### src/rtl/inst_queue.sv
// Instruction queue between fetch and decode: a DEPTH-entry FIFO of {pc, inst} pairs with flush.
// Define INST_QUEUE_BYPASS_EN to let an empty queue pass the fetch input straight to decode.
module inst_queue #(
  parameter int unsigned DEPTH = 4,
  parameter int unsigned PTR_W = 2
) (
  input  logic             clk,
  input  logic             rst_n,
  input  logic             flush,
  input  logic             in_valid,
  output logic             in_ready,
  input  logic [31:0]      in_pc,
  input  logic [31:0]      in_inst,
  output logic             out_valid,
  input  logic             out_ready,
  output logic [31:0]      out_pc,
  output logic [31:0]      out_inst,
  output logic [PTR_W:0]   count
);

  localparam logic [PTR_W:0] FULL_CNT = (PTR_W + 1)'(DEPTH);
  localparam logic [31:0]    NOP_INST = 32'h0000_0013;

  logic [63:0]      mem [DEPTH];
  logic [PTR_W-1:0] wr_ptr_q, rd_ptr_q;
  logic [PTR_W:0]   count_q;
  logic             q_valid;
  logic             bypass;
  logic             push;
  logic             pop;

  assign q_valid  = (count_q != '0);
  assign in_ready = (count_q < FULL_CNT);
  assign count    = count_q;

`ifdef INST_QUEUE_BYPASS_EN
  // Gated by rst_n so the output stays invalid while reset is held.
  assign bypass = rst_n & ~flush & in_valid & ~q_valid;
`else
  assign bypass = 1'b0;
`endif

  assign pop  = q_valid & out_ready & ~flush;
  // A bypassed entry that decode takes this cycle never enters storage.
  assign push = in_valid & in_ready & ~flush & ~(bypass & out_ready);

  always_comb begin
    out_valid = q_valid | bypass;
    out_pc    = 32'h0;
    out_inst  = NOP_INST;
    if (q_valid) begin
      out_pc   = mem[rd_ptr_q][63:32];
      out_inst = mem[rd_ptr_q][31:0];
    end else if (bypass) begin
      out_pc   = in_pc;
      out_inst = in_inst;
    end
  end

  // Storage is deliberately not reset; it is only visible while count is nonzero.
  always_ff @(posedge clk) begin
    if (push) begin
      mem[wr_ptr_q] <= {in_pc, in_inst};
    end
  end

  always_ff @(posedge clk or negedge rst_n) begin
    if (!rst_n) begin
      wr_ptr_q <= '0;
      rd_ptr_q <= '0;
      count_q  <= '0;
    end else if (flush) begin
      wr_ptr_q <= '0;
      rd_ptr_q <= '0;
      count_q  <= '0;
    end else begin
      if (push) wr_ptr_q <= wr_ptr_q + 1'b1;
      if (pop)  rd_ptr_q <= rd_ptr_q + 1'b1;
      if (push && !pop) begin
        count_q <= count_q + (PTR_W + 1)'(1);
      end else if (pop && !push) begin
        count_q <= count_q - (PTR_W + 1)'(1);
      end
    end
  end

endmodule

### config.mk
export PLATFORM = sky130hd
export DESIGN_NAME = inst_queue
export DESIGN_NICKNAME = d
export VERILOG_FILES = /design/src/rtl/inst_queue.sv
export SDC_FILE = /design/constraint.sdc
export NUM_CORES = 1
export LEC_CHECK = 0
export BUFFER_PORTS_ARGS = -buffer_cell sky130_fd_sc_hd__buf_2
export CORE_ASPECT_RATIO = 1.5
export CORE_UTILIZATION = 30
export CTS_CLUSTER_DIAMETER = 30
export DETAILED_ROUTE_END_ITERATION = 7
export SYNTH_ARGS = -nofsm -noshare
export SYNTH_HDL_FRONTEND = slang
export SYNTH_SLANG_ARGS = --single-unit
### constraint.sdc
create_clock -name clk -period 4.7 [get_ports clk]
set_input_delay 0.94 -clock clk [delete_from_list [all_inputs] [get_ports clk]]
set_output_delay 0.94 -clock clk [all_outputs]
set_load 0.02 [all_outputs]
==> metrics.md <==
| Metric | Value |
|---|---|
| Status | finished, violations left |
| Failing checks | DRC |
| Post-CTS Resized | 0 |
| GRT Util Overall | 12.1% |
| First-pass GRT wire length | 31.3 mm |
| Clock Skew | 0.0117 ns |
| Gate Count Post-Synth | 466 |
| Residual DRC count | 12 |
| FF-to-FF setup slack | 1.83 ns |
| Max-cap violations | 0 |
| # hold bufs at CTS | 0 |
| Antenna-violating nets left | 0 |
| Synthesis-to-layout area growth | 27.3% |
| Leakage | 4.48 nW |
| Post-synthesis sequential area ratio | 77.2% |
| Syn Nets | 540 |
| Switching power | 1.99 mW |
| Worst EP required | 3.76 ns |
| Synthesized flop and latch total | 263 |
| Share of layout cells above drive strength 1 | 44.2% |
| Grt ovf | 0 |
| Internal Pwr Total | 5.39 mW |
| DR vias | 5039 |
| Commonest cells after routing, fill and taps aside | edfxtp_1 (256), buf_2 (137), mux4_2 (64), and2_1 (62), clkbuf_16 (49) |
| Flop pwr share | 37.6% |
| H-tree depth | 2 |
| Worst slew pin tran | 1.05 ns |
| CTS Root Cell | clkbuf_16 |
| Longest Clk Path Bufs | 3 |
| Post-CTS Setup Inserts | 0 |
| CP Launch Type | flop |
| Rel. slew slack | 30.3% |
| Syn avg cell area | 21.8 sq um |
| Placed wire-length estimate | 12.0 mm |
| Synth Cell Area | 10200 sq um |
| RSZ-0062 raised after global routing | no |
| Die Ht | 228 microns |
| Row count | 82 |
| Clock network power share | 45.0% |
| Clock sinks | 263 |
| Port bufs | 137 |
| Switching Share | 27.0% |
| Antenna violations before repair | 6 |
| Crit-path max FO | 22 |
| CP Data Arrival Time | 2.55 ns |
| Final core occ | 38.7% |
| Clk_lat worst skew | 0.53 ns |
| Fin. max-slew vios | 0 |
| TNS Setup | 0 ns |
| Commonest non-fill, non-tap cell in the layout | edfxtp_1 |
| CP Capture Type | primary output |
| Power Density | 570 nW/um^2 |
| TritonRoute pass-1 iters | 7 |
| Largest net degree at the start of global routing | 66 |
| Fin. Hold Viols | 0 |
| TritonCTS clock tree | done |
| DIE AREA | 34700 sq um |
| Worst-path clk slew | 0.05 ns |
| Placeable Area | 33400 sq um |
| Yosys warnings | 0 |
| Drt via density | 4.59 |
| GPL Wtd Cong | 0.696 |
| Final Cycle Share | 74.3% |
| Drt wl/cell | 18.6 microns |
| Achievable frequency | 0.286 GHz |
| Distinct cell type count of the synthesized netlist | 29 |
| DRT Wirelength | 20.5 mm |
| Vias in the first global route | 5545 |
| Initial core utilization | 30.4% |
| Nets | 715 |
| Maximum vdd drop | 383 uV |
| Die Wd | 152 microns |
| CTS Buf Count | 48 |
| Initial DRC Count | 263 |
| Io pins | 138 |
| CP Class | flop to primary output |
| Fillers | 3099 |
| Power, Total | 7.38 mW |
| Type of the worst min-delay path | input pin to async pin |
| Period minus WS final | 3.49 ns |
| Combinational Power Share | 17.4% |
| Setup violations, final | 0 |
[metal layers]
layer  share of wire, %  GRT usage, %  routed length (microns)  up-vias
li1                   -             -                        -     2248
met1                 40          13.6                     8250     2591
met2                 51          21.3                    10400      143
met3                5.3          3.48                     1070       51
met4                3.1          5.46                      643        6
met5               0.20             0                       41        -
[state kept, by name (all words and copies together), names as in the netlist]
register / flops
mem: 256
wr_ptr_q: 2
count: 3
rd_ptr_q: 2
[final cells by class]
type | count | area (sq um) | area share [%]
flip-flops and latches | 263 | 7870 | 60.7
multi-input cells | 174 | 2160 | 16.7
clock buffers | 51 | 1230 | 9.52
repair buffers | 148 | 781 | 6.02
well taps | 420 | 526 | 4.06
clock inverters | 35 | 359 | 2.77
inverters | 6 | 22.5 | 0.174
diodes | 2 | 5.00 | 0.0386
[final timing paths]
check | start | endpoint | cells after the start
worst max-delay path | rd_ptr_q[0] | out_inst[10] | 4
worst min-delay path | rst_n | count[2] | 1
worst max register to register | count[0] | count[1] | 8
worst min register to register | wr_ptr_q[1] | wr_ptr_q[1] | 2
max in group asynchronous | rst_n | rd_ptr_q[0] | 1
min in group clk | wr_ptr_q[1] | wr_ptr_q[1] | 2
[worst max-delay path, cell delays in order, from the launching register on]
cell,delay [ns]
dfrtp_4,0.71
buf_4,0.42
mux4_2,0.54
and2_1,0.18
buf_2,0.16
[power groups by stage]
| stage | clock, mW | sequential, mW | combinational (mW) |
|---|---|---|---|
| final | 3.32 | 2.77 | 1.28 |
| after global routing | 3.49 | 2.79 | 1.40 |
| after global placement | 0 | 2.82 | 1.31 |
| after floorplan | 0 | 2.76 | 0.947 |
| after CTS | 3.39 | 2.78 | 1.32 |
| after detailed placement | 0 | 2.83 | 1.31 |
[through the flow]
stage | hold slack [ns] | setup WS, ns | instances | area, sq um
CTS | 0.225 | 1.12 | 1097 | 13000
floorplan | 0.539 | 1.45 | 466 | 10200
global placement | 0.574 | 1.68 | 1011 | 11400
finish | 0.250 | 1.21 | 1099 | 13000
detailed placement | 0.587 | 1.68 | 1011 | 11400
global route | 0.230 | 1.01 | 1099 | 13000
[cells by family after synthesis]
logic type | after synthesis | share of synthesized area, %
fa+ha+maj | 5 | 0.688
xor+xnor | 4 | 0.344
simple gates | 87 | 5.08
flops | 263 | 77.2
mux | 65 | 14.3
buf+inv | 29 | 1.61
compound gates | 13 | 0.774
[Yosys cell counts, drive strengths merged]
cell type,instances,area [sq um]
a2111oi,1,8.76
a21o,1,7.51
a21oi,5,25.0
a2bb2oi,1,8.76
a311oi,1,8.76
and2,66,413
buf,15,111
clkbuf,8,30.0
dfrtp,7,175
edfxtp,256,7690
fa,1,20.0
ha,4,50.1
inv,6,22.5
mux2i,1,10.0
mux4,64,1440
nand2,8,30.0
nand2b,1,6.26
nand3,2,10.0
nand3b,1,7.51
nor2,4,15.0
nor2b,1,6.26
nor3,1,10.0
o21ai,4,20.0
or2,3,18.8
xnor2,1,8.76
xor2,3,26.3
Power figures use the tool's default switching activity.
